`src/rtl/uart_pkg.sv`:
```
// Constants and types shared by the UART receive and transmit paths.
// Holds word/byte widths, the receiver FSM encoding and default link timing.
package uart_pkg;

  localparam int NB_BYTE        = 8;
  localparam int BYTES_PER_WORD = 4;
  localparam int NB_DATA        = NB_BYTE * BYTES_PER_WORD;

  localparam int CLK_FREQ_HZ    = 25_000_000;
  localparam int BAUD_RATE      = 9600;

  // About five byte times at the default baud rate and clock.
  localparam int DEFAULT_TIMEOUT_CYCLES = 130208;
  localparam int DEFAULT_NB_TIMEOUT     = 18;

  typedef enum logic {
    ST_IDLE    = 1'b0,
    ST_COLLECT = 1'b1
  } rx_state_e;

endpackage

```
`src/rtl/rx_timeout_counter.sv`:
```
// Inter-byte watchdog: counts clocks while running and flags the clock on which
// TIMEOUT_CYCLES idle clocks have elapsed since the last restart.
module rx_timeout_counter #(
  parameter int TIMEOUT_CYCLES = uart_pkg::DEFAULT_TIMEOUT_CYCLES,
  parameter int NB_TIMEOUT     = uart_pkg::DEFAULT_NB_TIMEOUT
) (
  input  logic i_clock,
  input  logic i_reset,
  input  logic i_restart,
  input  logic i_run,
  output logic o_expired
);

  localparam logic [NB_TIMEOUT-1:0] LAST_COUNT = NB_TIMEOUT'(TIMEOUT_CYCLES - 1);

  logic [NB_TIMEOUT-1:0] cnt_q;
  logic [NB_TIMEOUT-1:0] cnt_d;

  // A restart in the expiry cycle suppresses the expiry: the new byte wins.
  assign o_expired = i_run && !i_restart && (cnt_q == LAST_COUNT);

  always_comb begin
    cnt_d = cnt_q + NB_TIMEOUT'(1);
    if (i_restart || !i_run || o_expired) begin
      cnt_d = '0;
    end
  end

  always_ff @(posedge i_clock or negedge i_reset) begin
    if (!i_reset) begin
      cnt_q <= '0;
    end else begin
      cnt_q <= cnt_d;
    end
  end

endmodule

```
`src/rtl/word_receiver.sv`:
```
// Packs four received UART bytes into one word and offers it on a valid/ready port.
// Partial words are dropped after an inter-byte timeout; lost complete words set overrun.
module word_receiver #(
  parameter int NB_DATA        = uart_pkg::NB_DATA,
  parameter int NB_BYTE        = uart_pkg::NB_BYTE,
  parameter int TIMEOUT_CYCLES = uart_pkg::DEFAULT_TIMEOUT_CYCLES,
  parameter int NB_TIMEOUT     = uart_pkg::DEFAULT_NB_TIMEOUT
) (
  input  logic               i_clock,
  input  logic               i_reset,
  input  logic [NB_BYTE-1:0] i_rx_data,
  input  logic               i_rx_done,
  input  logic               i_clear,
  input  logic               i_ready,
  output logic [NB_DATA-1:0] o_word,
  output logic               o_valid,
  output logic [1:0]         o_byte_count,
  output logic               o_timeout,
  output logic               o_overrun,
  output logic               o_dbg_state
);

  import uart_pkg::*;

  localparam logic [1:0] LAST_BYTE = 2'(BYTES_PER_WORD - 1);

  rx_state_e             state_q, state_d;
  logic [1:0]            byte_cnt_q, byte_cnt_d;
  logic [NB_DATA-1:0]    shift_q, shift_d;
  logic [NB_DATA-1:0]    word_q, word_d;
  logic                  valid_q, valid_d;
  logic                  timeout_q, timeout_d;
  logic                  overrun_q, overrun_d;
  logic                  expired;
  logic [NB_DATA-1:0]    shifted;

  rx_timeout_counter #(
    .TIMEOUT_CYCLES (TIMEOUT_CYCLES),
    .NB_TIMEOUT     (NB_TIMEOUT)
  ) u_timeout (
    .i_clock   (i_clock),
    .i_reset   (i_reset),
    .i_restart (i_rx_done),
    .i_run     (state_q == ST_COLLECT),
    .o_expired (expired)
  );

  // Newest byte enters at the top, so after four bytes the first sits in [7:0].
  assign shifted = {i_rx_data, shift_q[NB_DATA-1:NB_BYTE]};

  // Handshake: o_word is transferred in any cycle with o_valid=1 and i_ready=1;
  // o_valid then drops on the next edge unless a new word completes in that same cycle.
  // While o_valid=1 and i_ready=0, o_word is held and a newly completed word is lost.
  always_comb begin
    state_d    = state_q;
    byte_cnt_d = byte_cnt_q;
    shift_d    = shift_q;
    word_d     = word_q;
    valid_d    = valid_q;
    overrun_d  = overrun_q;
    timeout_d  = 1'b0;
    if (i_clear) begin
      state_d    = ST_IDLE;
      byte_cnt_d = '0;
      shift_d    = '0;
      valid_d    = 1'b0;
      overrun_d  = 1'b0;
    end else begin
      if (valid_q && i_ready) begin
        valid_d = 1'b0;
      end
      if (i_rx_done) begin
        shift_d = shifted;
        if (byte_cnt_q == LAST_BYTE) begin
          state_d    = ST_IDLE;
          byte_cnt_d = '0;
          if (!valid_q || i_ready) begin
            word_d  = shifted;
            valid_d = 1'b1;
          end else begin
            overrun_d = 1'b1;
          end
        end else begin
          state_d    = ST_COLLECT;
          byte_cnt_d = byte_cnt_q + 2'd1;
        end
      end else if (expired) begin
        state_d    = ST_IDLE;
        byte_cnt_d = '0;
        shift_d    = '0;
        timeout_d  = 1'b1;
      end
    end
  end

  always_ff @(posedge i_clock or negedge i_reset) begin
    if (!i_reset) begin
      state_q    <= ST_IDLE;
      byte_cnt_q <= '0;
      shift_q    <= '0;
      word_q     <= '0;
      valid_q    <= 1'b0;
      timeout_q  <= 1'b0;
      overrun_q  <= 1'b0;
    end else begin
      state_q    <= state_d;
      byte_cnt_q <= byte_cnt_d;
      shift_q    <= shift_d;
      word_q     <= word_d;
      valid_q    <= valid_d;
      timeout_q  <= timeout_d;
      overrun_q  <= overrun_d;
    end
  end

  assign o_word       = word_q;
  assign o_valid      = valid_q;
  assign o_byte_count = byte_cnt_q;
  assign o_timeout    = timeout_q;
  assign o_overrun    = overrun_q;
  assign o_dbg_state  = logic'(state_q);

endmodule

```
`config.mk`:
```
export PLATFORM = sky130hd
export DESIGN_NAME = word_receiver
export DESIGN_NICKNAME = d
export VERILOG_FILES = /design/src/rtl/uart_pkg.sv /design/src/rtl/rx_timeout_counter.sv /design/src/rtl/word_receiver.sv
export SDC_FILE = /design/constraint.sdc
export NUM_CORES = 1
export LEC_CHECK = 0
export BUFFER_PORTS_ARGS = -buffer_cell sky130_fd_sc_hd__buf_4
export CAP_MARGIN = 20
export CORE_MARGIN = 1
export CORE_UTILIZATION = 55
export DETAILED_ROUTE_END_ITERATION = 10
export GPL_ROUTABILITY_DRIVEN = 0
export PLACE_DENSITY_LB_ADDON = 0.15
export SLEW_MARGIN = 10
export SYNTH_ARGS = -nofsm -noshare
export SYNTH_HDL_FRONTEND = slang
export SYNTH_SLANG_ARGS = --single-unit
```
`constraint.sdc`:
```
create_clock -name i_clock -period 4.4 [get_ports i_clock]
set_input_delay 0.66 -clock i_clock [delete_from_list [all_inputs] [get_ports i_clock]]
set_output_delay 0.66 -clock i_clock [all_outputs]
set_load 0.01 [all_outputs]
```
; Word-level counts from Yosys, hierarchy flattened
; Cells that the tools add are included.
[op_classes]
n_addsub = 2
multipliers = 0
n_div = 0
magnitude_cmp = 0
n_eq_ne = 3
shifts = 0
mux = 24
n_bitwise = 1
n_reduce_logical = 14
[ops]
columns = cell, count
row1 = 2-to-1 mux 32 bit, 3
row2 = "adder 18 x 1 -> 18 bit, second input constant", 1
row3 = "equality test 18 x 17 -> 1 bit, second input constant", 1
row4 = 2-to-1 mux 18 bit, 1
row5 = 2-to-1 mux 1 bit, 16
row6 = 2-to-1 mux 2 bit, 4
row7 = AND reduction 4 bit, 1
row8 = nonzero test 2 bit, 2
row9 = logical AND 1 bit, 3
row10 = logical NOT 1 bit, 3
row11 = logical OR 1 bit, 3
row12 = AND reduction 3 bit, 1
row13 = nonzero test 3 bit, 1
row14 = "adder 2 x 1 -> 2 bit, second input constant", 1
row15 = "equality test 2 bit, second input constant", 1
row16 = "!= test 2 bit, second input constant", 1
row17 = NOT 1 bit, 1
[totals]
ff_bits = 88
latch_bits = 0
ramBits = 0
mem_bits_ro = 0
inputBits = 13
out_inout_bits = 38
wordCells = 52
mem_count = 0

; Depth between registers and ports, before layout
[logic_depth]
ltp_word = 6
mapped_depth = 7
ltp_nobuf = 5

; Cells and area by module
; From an unflattened synthesis, not the netlist that was laid out.
[unflattened]
hier_cells = 236
area_unflattened_um2 = 3315.7
[by_module_without_submodules]
columns = module, n_inst, cells_per_inst, area_each_um2, seq_area_each_um2
row1 = word_receiver, 1, 142, 2421.1, 1551.5
row2 = rx_timeout_counter, 1, 94, 894.6, 450.4

; Worst setup path after synthesis
; OpenSTA, ideal clock, no wires.
[synth_timing]
path_kind = flip-flop to flip-flop
from = register u_timeout.cnt_q[8]
to = register shift_q[12]
setup_time_ns = 0.121
arrival_ns = 1.955
t_required_ns = 4.279
slack_ns = 2.324
path_stages_with_launch = 6
path_buffers = 1
synth_period_minus_slack_ns = 2.076
path_cell_list = dfrtp_1 or4b_1 or4_4 o31a_4 buf_6 a22o_1
[synth_between]
elab_chain_len = 3
[synth_rtl]
columns = item, line
row1 = start: declaration, rx_timeout_counter.sv:16  ; logic [NB_TIMEOUT-1:0] cnt_q;
row2 = start signal: assignment, rx_timeout_counter.sv:33  ; cnt_q <= cnt_d;
row3 = equality test 18 x 17 -> 1 bit, rx_timeout_counter.sv:20  ; assign o_expired = i_run && !i_restart && (cnt_q == LAST_COUNT);
row4 = logical AND 1 bit, rx_timeout_counter.sv:20
row5 = nonzero test 3 bit (no line), -
row6 = end signal: assignment, word_receiver.sv:108  ; shift_q <= shift_d;
row7 = end: declaration, word_receiver.sv:29  ; logic [NB_DATA-1:0] shift_q, shift_d;
; Every way passes these cells.
; A chain may end at the register's enable or synchronous reset.

; Worst setup path after layout
[layout_timing]
from = register u_timeout.cnt_q[8]
to = register state_q (netlist: o_dbg_state)
[layout_between]
elab_chain_len = 3
[layout_rtl]
columns = item, line
row1 = equality test 18 x 17 -> 1 bit, rx_timeout_counter.sv:20
row2 = logical AND 1 bit, rx_timeout_counter.sv:20
row3 = nonzero test 3 bit (no line), -
row4 = end signal: assignment, word_receiver.sv:106  ; state_q <= state_d;
row5 = end: declaration, word_receiver.sv:27  ; rx_state_e state_q, state_d;
; Every way passes these cells.

==> metrics.md <==
| Metric | Value |
|---|---|
| Synth Net Count | between 200 and 300 |
| Syn avg cell area | between 10 and 15 um^2 |
| Hold-fix buffers, CTS | 0 |
| CP Launch Type | flop |
| WL per Instance | around 16 um |
| Final Hold Fails | 0 |
| Largest cells by area after synthesis | dfrtp_1, mux2_2, a22o_1 |
| Post-synth EDFFs | 0 |
| CTS Buf Count | 9 |
| Vias in the first global route | between 1500 and 2000 |
| Post-placement cell count | between 300 and 400 |
| Post-CTS Resized | 0 |
| Slowest stage cell, crit path | o21ai_2 |
| Drt drc | 0 |
| Worst setup EP type | flop |
| Clock Path Buffers | 2 |
| DR iter-0 viols | approximately 130 |
| Max Freq | about 420 MHz |
| Commonest register cell after synthesis | dfrtp_1 |
| Root Driver | clkbuf_8 |
| CP Max Fanout | 19 |
| Power Density | 433.1 mW/mm^2 |
| Slew Limit Headroom | 48.94% |
| Nets | about 300 |
| Worst path required time | around 4.6 ns |
| Area of the core | approximately 0.0056 mm^2 |
| Gr ovfl total | 0 |
| H-tree depth | 3 |
| Post-synth top cells | dfrtp_1, mux2_2, a22o_1 |
| Biggest area consumer among synthesized cells | dfrtp_1 |
| Slowest cell delay on critical path | slightly above 0.6 ns |
| Status | completed |
| Chip height | between 70 and 80 um |
| Peak supply drop | between 0.2 and 0.3 mV |
| CP Class | reg2reg |
| Final ANT Viol Nets | 0 |
| Final Cell Area | 0.003851 mm^2 |
| Num ports | 51 |
| Class of the worst hold path | in2async |
| LEAKAGE | 1.846 nW |
| Clk Latency, worst-skew pair | 0.34 ns |
| Row count | 27 |
| Drt first pass iters | 4 |
| First-pass GRT wire length | 9.653 mm |
| WP buf/inv | 0 |
| Mapped Area | about 0.0032 mm^2 |
| CTS tree | yes |
| Routed wire length | ~5.8 mm |
| Layout Cells excl Fill | 370 |
| Worst path cell trace | or4b_1 > or4_4 > o21ai_2 > a21oi_1 |
| Clock skew | roughly 0.0058 ns |
| Tot GR Track Use | 20.89% |
| Yosys cell types | 34 |
| Slew Limit Fails | 0 |
| IO buf count | 50 |
| Worst-path clk slew | around 0.08 ns |
| Starting density of the core | 57.53% |
| CP top delay family | simple AND/OR/NAND/NOR gates |
| N_diodes | 0 |
| DP Area | 0.003628 mm^2 |
| Synthesized flop and latch total | 80 |
| Setup TNS Final | 0 ns |
| Detailed Place HPWL | roughly 3.7 mm |
| Arrival @ worst endpoint | around 2.5 ns |
| Final setup viols | 0 |
| Most common cell in the netlist | dfrtp_1 |
| Max Cap Viol | 0 |
| Layout fillers | about 420 |
| Post-Syn Instances | roughly 240 |
| Die area | 0.006140 mm^2 |
| Sequential area share after synthesis | between 60 and 70% |
| Synth-to-Final Area Change | 20.09% |
| Die span in x | around 78 um |
| # Post-CTS Setup Buffers | 0 |
| Final critical-path share of the clock period | 53.68% |
| Vias per inst | 5.516 |
| Setup slack after layout | ~2.0 ns |
| Synth warn | 0 |
| Final min period | approximately 2.4 ns |
| Power Total | roughly 0.0017 W |
| Share of layout cells above drive strength 1 | about 37% |
| Worst Tran Pin Value | ~0.77 ns |
| Post-synth top area share | around 62% |
| FFs w/ async S/R, synth | 100.0% |
| Setup WS pre-CTS | around 2 ns |
| Pin count of the biggest net entering global routing | 81 |
| Vias | 2041 |
| Clock Sink Count | 80 |
| RSZ-0062 raised after global routing | false |
| Antenna violations before repair | 0 |
[sequential cells by signal, summed over array words and instances, names as in the netlist]
register / flops
o_word: 32
o_dbg_state: 1
u_timeout.cnt_q: 18
o_byte_count: 2
shift_q: 24
o_valid: 1
o_overrun: 1
o_timeout: 1
[worst register-to-register path: stages, from the launching register on]
cell     delay [ns]
dfrtp_1        0.42
or4b_1         0.56
or4_4          0.45
o21ai_2        0.62
a21oi_1        0.16
[cell families (layout without fill, tap and decap cells)]
family	after synthesis	count (layout)	share of synthesized area, %
DFF	80	80	62.43
adders and majority gates	2	2	0.7802
buffers and inverters	15	72	2.263
muxes	32	32	11.24
AOI/OAI and AO/OA	41	41	10.42
and+or+nand+nor	59	59	9.598
xor gates and xnor gates	12	12	3.277
[placed cells by master (no fill, tap or decap), drive strengths merged]
master	count
nand2b	2
o31a	1
nor4	5
ha	2
a21oi	6
mux2	32
clkinv	1
xor2	2
bufinv	1
clkbuf	10
nor2	20
and3	1
nand2	7
buf	53
nor3	2
or2	3
a31oi	1
nand4	3
a22o	25
clkinvlp	2
o31ai	2
nor2b	2
or4b	3
o21ba	1
inv	5
nand3	8
dfrtp	80
xnor2	10
o41ai	2
or4	3
o21ai	3
[per-layer routing]
layer	GRT usage, %	share of wire [%]
met5	0	0
met4	10.56	1.2
met3	3.837	3.4
met2	29.21	45
met1	31.29	50
[report_power, final]
| part | leakage (nW) | switching [W] | internal, W |
|---|---|---|---|
| sequential | 1.10 | 0.0000506 | 0.000812 |
| clock | 0.0933 | 0.000263 | 0.000265 |
| combinational | 0.657 | 0.000119 | 0.000158 |
[layout make-up]
cell class | instances | area [um^2] | area share (%)
clock buffers | 10 | 127.6 | 3.314
clock inverters | 6 | 67.56 | 1.754
inverters | 3 | 11.26 | 0.2924
multi-input cells | 146 | 1135 | 29.47
flip-flops and latches | 80 | 2002 | 51.98
well taps | 72 | 90.09 | 2.339
repair buffers | 53 | 417.9 | 10.85
[through the flow]
stage,util [%],hold slack (ns)
after floorplan,-,0.3644
after global placement,65.10,0.4784
after detailed placement,65.10,0.4825
after CTS,68.60,0.4929
after global routing,69.09,0.1449
final,69.09,0.1530
[path summary, 6_finish.rpt]
| kind | startpoint | end | slack (ns) | cells past startpoint |
|---|---|---|---|---|
| max | u_timeout.cnt_q[8] | o_dbg_state | 2.04 | 4 |
| min | i_reset | shift_q[8] | 0.15 | 1 |
| max reg2reg | u_timeout.cnt_q[8] | o_dbg_state | 2.04 | 4 |
| min reg2reg | o_dbg_state | o_byte_count[0] | 0.50 | 1 |
| max in group asynchronous | i_reset | u_timeout.cnt_q[8] | 3.69 | 2 |
| min in group i_clock | o_dbg_state | o_byte_count[0] | 0.50 | 1 |
No activity file was read; power rests on OpenSTA's default activity.
